**src/rtl/seq_alu_pkg.sv**
```systemverilog
// Shared ALU definitions: operation encodings and the default datapath width.
package seq_alu_pkg;

  localparam int XLEN_DEFAULT = 64;

  typedef enum logic [3:0] {
    ALU_AND = 4'b0000,
    ALU_OR  = 4'b0001,
    ALU_ADD = 4'b0010,
    ALU_MUL = 4'b0011,
    ALU_SUB = 4'b0110
  } aluOperations_t;

endpackage

```
**src/rtl/shift_add_mul.sv**
```systemverilog
// Iterative unsigned shift-add multiplier: one bit of B per cycle, LSB first,
// keeping the low XLEN bits of the product.
module shift_add_mul #(
  parameter int XLEN = 64
) (
  input  logic            clk,
  input  logic            reset,
  input  logic            i_start,
  input  logic [XLEN-1:0] i_a,
  input  logic [XLEN-1:0] i_b,
  output logic            o_busy,
  output logic            o_done,
  output logic [XLEN-1:0] o_product
);

  localparam int CW = (XLEN > 1) ? $clog2(XLEN) : 1;

  logic            r_busy;
  logic [CW-1:0]   r_cnt;
  logic [XLEN-1:0] r_a;
  logic [XLEN-1:0] r_b;
  logic [XLEN-1:0] r_acc;
  logic [XLEN-1:0] w_acc_next;
  logic            w_last;
  logic            w_load;

  assign w_load     = i_start && !r_busy;
  assign w_acc_next = r_acc + (r_b[0] ? r_a : '0);
  assign w_last     = r_busy && (r_cnt == CW'(XLEN - 1));

  // o_done marks the cycle whose rising edge retires the final iteration,
  // so the caller can register o_product on that same edge.
  assign o_busy    = r_busy;
  assign o_done    = w_last;
  assign o_product = w_acc_next;

  always_ff @(posedge clk) begin
    if (reset) begin
      r_busy <= 1'b0;
      r_cnt  <= '0;
    end else if (w_load) begin
      r_busy <= 1'b1;
      r_cnt  <= '0;
    end else if (r_busy) begin
      r_cnt <= w_last ? '0 : r_cnt + CW'(1);
      if (w_last) r_busy <= 1'b0;
    end
  end

  always_ff @(posedge clk) begin
    if (w_load) begin
      r_a   <= i_a;
      r_b   <= i_b;
      r_acc <= '0;
    end else if (r_busy) begin
      r_a   <= r_a << 1;
      r_b   <= r_b >> 1;
      r_acc <= w_acc_next;
    end
  end

endmodule

```
**src/rtl/seq_alu.sv**
```systemverilog
// Sequential ALU: single-cycle ADD/SUB/AND/OR with a done pulse; defining
// SEQ_ALU_MUL_EN adds an XLEN-cycle shift-add MUL (opcode 0011).
module seq_alu
  import seq_alu_pkg::*;
#(
  parameter int XLEN = XLEN_DEFAULT
) (
  input  logic            clk,
  input  logic            reset,
  input  logic            start,
  input  aluOperations_t  aluControl,
  input  logic [XLEN-1:0] a,
  input  logic [XLEN-1:0] b,
  output logic [XLEN-1:0] result,
  output logic            zero,
  output logic            busy,
  output logic            done
);

`ifdef SEQ_ALU_MUL_EN
  typedef enum logic [1:0] {IDLE, MUL, DONE} state_t;
`else
  typedef enum logic {IDLE, DONE} state_t;
`endif

  state_t          r_state;
  logic [XLEN-1:0] r_result;
  logic            r_zero;
  logic            r_done;
  logic [XLEN-1:0] w_alu;
  logic            w_is_mul;

  function automatic logic [XLEN-1:0] alu_eval(input aluOperations_t op,
                                               input logic [XLEN-1:0] x,
                                               input logic [XLEN-1:0] y);
    case (op)
      ALU_AND: alu_eval = x & y;
      ALU_OR:  alu_eval = x | y;
      ALU_SUB: alu_eval = x - y;
      default: alu_eval = x + y;
    endcase
  endfunction

  assign w_alu = alu_eval(aluControl, a, b);

`ifdef SEQ_ALU_MUL_EN
  logic            w_mul_start;
  logic            w_mul_busy;
  logic            w_mul_done;
  logic [XLEN-1:0] w_mul_prod;

  assign w_is_mul    = (aluControl == ALU_MUL);
  assign w_mul_start = start && (r_state != MUL) && w_is_mul;
  assign busy        = w_mul_busy;

  shift_add_mul #(.XLEN(XLEN)) u_mul (
    .clk       (clk),
    .reset     (reset),
    .i_start   (w_mul_start),
    .i_a       (a),
    .i_b       (b),
    .o_busy    (w_mul_busy),
    .o_done    (w_mul_done),
    .o_product (w_mul_prod)
  );
`else
  assign w_is_mul = 1'b0;
  assign busy     = 1'b0;
`endif

  // IDLE and DONE both accept a request, which is what makes back-to-back
  // single-cycle operations complete every cycle.
  always_ff @(posedge clk) begin
    if (reset) begin
      r_state  <= IDLE;
      r_result <= '0;
      r_zero   <= 1'b1;
      r_done   <= 1'b0;
    end else begin
      r_done <= 1'b0;
`ifdef SEQ_ALU_MUL_EN
      if (r_state == MUL) begin
        if (w_mul_done) begin
          r_result <= w_mul_prod;
          r_zero   <= (w_mul_prod == '0);
          r_done   <= 1'b1;
          r_state  <= DONE;
        end
      end else
`endif
      begin
        r_state <= IDLE;
        if (start && w_is_mul) begin
`ifdef SEQ_ALU_MUL_EN
          r_state <= MUL;
`endif
        end else if (start) begin
          r_result <= w_alu;
          r_zero   <= (w_alu == '0);
          r_done   <= 1'b1;
          r_state  <= DONE;
        end
      end
    end
  end

  assign result = r_result;
  assign zero   = r_zero;
  assign done   = r_done;

endmodule

```
**config.mk**
```make
export PLATFORM = sky130hd
export DESIGN_NAME = seq_alu
export DESIGN_NICKNAME = d
export VERILOG_FILES = /design/src/rtl/seq_alu_pkg.sv /design/src/rtl/shift_add_mul.sv /design/src/rtl/seq_alu.sv
export SDC_FILE = /design/constraint.sdc
export NUM_CORES = 1
export LEC_CHECK = 0
export ABC_AREA = 1
export CORE_MARGIN = 10
export CORE_UTILIZATION = 41
export DETAILED_ROUTE_END_ITERATION = 8
export DONT_BUFFER_PORTS = 1
export PLACE_DENSITY_LB_ADDON = 0.25
export SLEW_MARGIN = 20
export SYNTH_ARGS = -nofsm -noshare
export SYNTH_HDL_FRONTEND = slang
export SYNTH_HIERARCHICAL = 1
export SYNTH_SLANG_ARGS = --single-unit
```
**constraint.sdc**
```tcl
create_clock -name clk -period 4.89 [get_ports clk]
set_clock_uncertainty 0.1 [all_clocks]
set_input_delay 0.489 -clock clk [delete_from_list [all_inputs] [get_ports clk]]
set_output_delay 0.489 -clock clk [all_outputs]
set_load 0.01 [all_outputs]
```
### Word-level counts from Yosys, hierarchy flattened

Cells that the tools add are included.

| word-level totals | value |
|---|---|
| register bits after elaboration | 66 |

| operators by class | value |
|---|---|
| multiplexer cells | 2 |
| reductions and logical operators | 2 |
| equal/unequal tests | 2 |
| add/subtract/negate cells | 2 |
| bitwise operators | 2 |

Operator list:

| kind | count |
|---|---|
| 64-bit case mux with 3 select lines | 1 |
| 64-bit adder | 1 |
| 64-bit bitwise AND | 1 |
| 64-bit logical NOT | 1 |
| 64-bit OR | 1 |
| 64-bit subtractor | 1 |
| 4-bit by 1-bit == test with 1-bit output (second input constant) | 1 |
| 4-bit by 3-bit == test with 1-bit output (second input constant) | 1 |
| 4-bit logical NOT | 1 |
| 1-bit two-way mux | 1 |

### Longest topological paths before layout

| logic depth | value |
|---|---|
| word-level depth | 3 |
| mapped depth | 34 |
| depth with buffers taken out | 34 |

### Least setup slack after synthesis

Ideal clock, no wire load.

| path | value |
|---|---|
| path type | input to register |
| start point | in b[1] |
| end point | reg r_zero, in the netlist zero |
| library setup time | 0.069 ns |
| stages on the path | 31 |
| data required time | 4.721 ns |
| buffers on the path | 0 |
| path slack | 1.029 ns |
| data arrival time | 3.692 ns |
| path through | inv_1 > ha_1 > inv_1 > nor3_4 > nand2_2 > nor2_4 > nand4_2 > nor2_2 > nand3_2 > nor3_4 > nand2_2 > nand2_4 > o211ai_4 > a21oi_2 > xor2_1 > ha_1 > nand2_1 > nor2_1 > nand3_1 > nor2_1 > and3_1 > nand2_1 > nand3_1 > nand2_1 > nand3_1 > nand2_1 > nor2_1 > nand2_1 > nor2_1 > nand3_1 > o21ai_1 |

| between the ends | value |
|---|---|
| longest elaborated chain between the ends | 3 |
| elaborated cells on any way between the ends | 6 |
| classes of those cells | 2 x add/sub; 1 x mux; 2 x bitwise; 1 x reduce/logical |

Ends and longest elaborated chain:

| element | RTL line | source |
|---|---|---|
| from (decl) | seq_alu.sv:13 | `input logic [XLEN-1:0] b,` |
| 64-bit adder (tied with other cells) | seq_alu.sv:40 | `default: alu_eval = x + y;` |
| 64-bit case mux with 3 select lines (*) | seq_alu.sv:36 | `case (op)` |
| 64-bit logical NOT (*) | seq_alu.sv:99 | `r_zero <= (w_alu == '0);` |
| to (signal assigned) | seq_alu.sv:99 |  |
| to (decl) | seq_alu.sv:28 | `logic r_zero;` |

Mark *: on every way between the ends. The rest lies on a longest branch, timed or not.
A chain may end at the register's enable or synchronous reset.

### Final worst setup path

Ends and elaborated chain as after synthesis.

==> results.sh <==
export IMPL_htreeDepth=3
export IMPL_crit_buf_inv=3
export IMPL_rsz0062_at_grt="no"
export IMPL_cp_slowest_cell="ha_2"
export IMPL_numClockSinks=66
export IMPL_synthDistinctLibCells=48
export IMPL_grt_max_degree=92
export IMPL_setup_violations=0
export IMPL_post_cts_resized=0
export IMPL_status="complete, no violations"
export IMPL_hold_buffers=0
export IMPL_insertion_delay_ps=340
export IMPL_initial_core_util_pct=41.61
export IMPL_slew_headroom_pct=33.10
export IMPL_use_met1_pct=30.71
export IMPL_ys_flop_type="dfxtp_1"
export IMPL_path_common_cell="nand2_1"
export IMPL_cts_inserted_buffers=9
export IMPL_synth_nets=2586
export IMPL_tightest_slew_ps=997.3
export IMPL_synth_edf_count=0
export IMPL_die_h_um=190.9
export IMPL_busiest_layer="met2"
export IMPL_routed_wl_um=55500
export IMPL_synthArstFlopShare_pct=0
export IMPL_max_stage_delay_ps=420
export IMPL_p_leak_nw=7.530
export IMPL_rows=62
export IMPL_synth_area_per_cell_um2=5.023
export IMPL_gp_congestion=1.014
export IMPL_drcViolationCount=0
export IMPL_clock_path_buffers=2
export IMPL_internal_power_mw=1.422
export IMPL_area_growth_pct=5.976
export IMPL_crit_path_max_fanout=5
export IMPL_worst_slack_ps=407.4
export IMPL_grt_met2_usage_pct=50.64
export IMPL_vdd_ir_drop_worst_uv=201.5
export IMPL_clk_pin_slew_ps=60
export IMPL_numPortBuffers=0
export IMPL_critPathTopFamily="simple AND/OR/NAND/NOR gates"
export IMPL_crit_type="in2reg"
export IMPL_setup_worst_path_end_class="register"
export IMPL_switching_share_pct=46.76
export IMPL_drive_gt1_share_pct=2.964
export IMPL_finalNetCount=2559
export IMPL_synth_area_um2=11980
export IMPL_antenna_cells=0
export IMPL_root_buffer="clkbuf_16"
export IMPL_pre_cts_ws_ps=33.16
export IMPL_post_cts_buffers=0
export IMPL_fin_util_pct=44.10
export IMPL_pwr_share_seq_pct=24.8
export IMPL_dpl_hpwl_um=47780
export IMPL_hold_viol=0
export IMPL_drv_slew=0
export IMPL_postSynthCellCount=2384
export IMPL_cp_required_ps=5060
export IMPL_tns_ps=0
export IMPL_dpl_cell_count=2730
export IMPL_grt_pass1_vias=13730
export IMPL_dr_pass1_iters=8
export IMPL_fp_coreArea_um2=28780
export IMPL_cp_arrival_ps=4650
export IMPL_drt_iter0_drc=1247
export IMPL_timing_final_crit_share_pct=91.67
export IMPL_io_pins=202
export IMPL_maxCapViolCount=0
export IMPL_use_met3_pct=10.39
export IMPL_min_path_type="in2reg"
export IMPL_ys_seq_elements=66
export IMPL_grt_pass1_wl_um=81600
export IMPL_gr_total_overflow=0
export IMPL_max_freq_mhz=223.1
export IMPL_p_per_area_nw_per_um2=210.5
export IMPL_clockPowerShare_pct=24.9
export IMPL_via_count=14360
export IMPL_worstSetupStartpointType="primary input"
export IMPL_die_w_um=190.9
export IMPL_routedWlPerCell_um=20.21
export IMPL_p_switching_mw=1.249
export IMPL_ys_warnings_count=6
export IMPL_synth_seq_area_share_pct=11.03
export IMPL_die_area_um2=36440
export IMPL_period_minus_slack_ps=4483
export IMPL_drtAntennaViolNets=0
export IMPL_antenna_found_initial=1
export IMPL_p_comb_share_pct=50.2
export IMPL_finalNonFillerCells=2746
export IMPL_grt_use_total_pct=29.44
export IMPL_cts_tree="yes"
export IMPL_avgViaCountPerCell=5.230
-- cells by family after synthesis --
family / after synthesis / share of synthesized area, %
simple gates: 1381 / 47.40
buf+inv: 551 / 17.51
xor+xnor: 62 / 4.535
compound gates: 253 / 12.17
flops: 66 / 11.03
other cells: 1 / 0.03131
fa+ha+maj: 70 / 7.314
-- per-layer routing --
metal	vias up	wire (um)
met5	-	20
met4	2	3536
met3	141	5737
met2	601	26150
met1	6321	20060
li1	7297	-
-- path summary, 6_finish.rpt --
check	from	to	slack (ps)	depth (start not counted)
worst max-delay path	b[1]	zero	410	31
worst min-delay path	reset	done	160	1
worst max register to register	result[47]	result[47]	4010	4
worst min register to register	result[7]	result[7]	440	2
-- cell usage in the layout, fill, tap and decap left out, types with 4 or more instances in the layout --
cell	netlist	final
clkbuf_16	0	9
a21oi_2	6	7
nor2_2	4	5
xor2_1	43	43
xnor2_1	19	19
dfxtp_1	66	66
nand3_1	157	157
a31oi_1	35	35
nand4_1	24	24
nor4_1	20	19
ha_1	66	65
nor2_1	365	364
o21ai_1	4	4
a21oi_1	80	79
o211ai_1	29	29
nand2_2	3	4
nand3b_1	13	13
o21ai_0	85	85
o21bai_1	4	4
buf_4	2	20
nor3_1	16	16
inv_1	491	490
nand2_1	763	762
-- power groups by stage --
stage	logic (mW)	registers, mW	clock network, mW
6_report	1.34	0.664	0.666
5_1_grt	1.50	0.671	0.700
4_1_cts	1.33	0.667	0.672
3_5_place_dp	1.32	0.678	0
3_3_place_gp	1.31	0.678	0
2_1_floorplan	0.915	0.655	0
-- metrics by stage --
| step | power, mW | hold slack [ps] | area (um2) |
|---|---|---|---|
| 2_1_floorplan | 1.570 | 394.3 | 11980 |
| 3_3_place_gp | 1.993 | 424.9 | 12360 |
| 3_5_place_dp | 1.996 | 430.3 | 12360 |
| 4_1_cts | 2.665 | 148.4 | 12680 |
| 5_1_grt | 2.867 | 136.8 | 12690 |
| 6_report | 2.672 | 163.7 | 12690 |
-- Yosys cell counts (all sizes together), types with 30 or more instances --
| master | count | area share, % |
|---|---|---|
| a21oi | 86 | 3.8 |
| nor2 | 370 | 12 |
| clkbuf | 31 | 0.97 |
| nand2 | 767 | 24 |
| a31oi | 35 | 1.8 |
| xor2 | 43 | 3.1 |
| dfxtp | 66 | 11 |
| inv | 492 | 15 |
| o211ai | 30 | 2.0 |
| ha | 66 | 6.9 |
| o21ai | 92 | 3.9 |
| nand3 | 160 | 6.8 |
-- area by class of cell --
class                      instances  area [um2]
inverter                         493        1851
tap                              384       480.5
sequential                        66        1321
clock buffer                      11       252.7
multi-input combinational       1767        8574
fill                            3359       16090
timing repair buffer              20       150.1
clock inverter                     5       61.31
-- sequential cells by signal, summed over array words and instances, names as in the netlist --
| signal | count |
|---|---|
| done | 1 |
| result | 64 |
| zero | 1 |
Power figures use the tool's default switching activity.
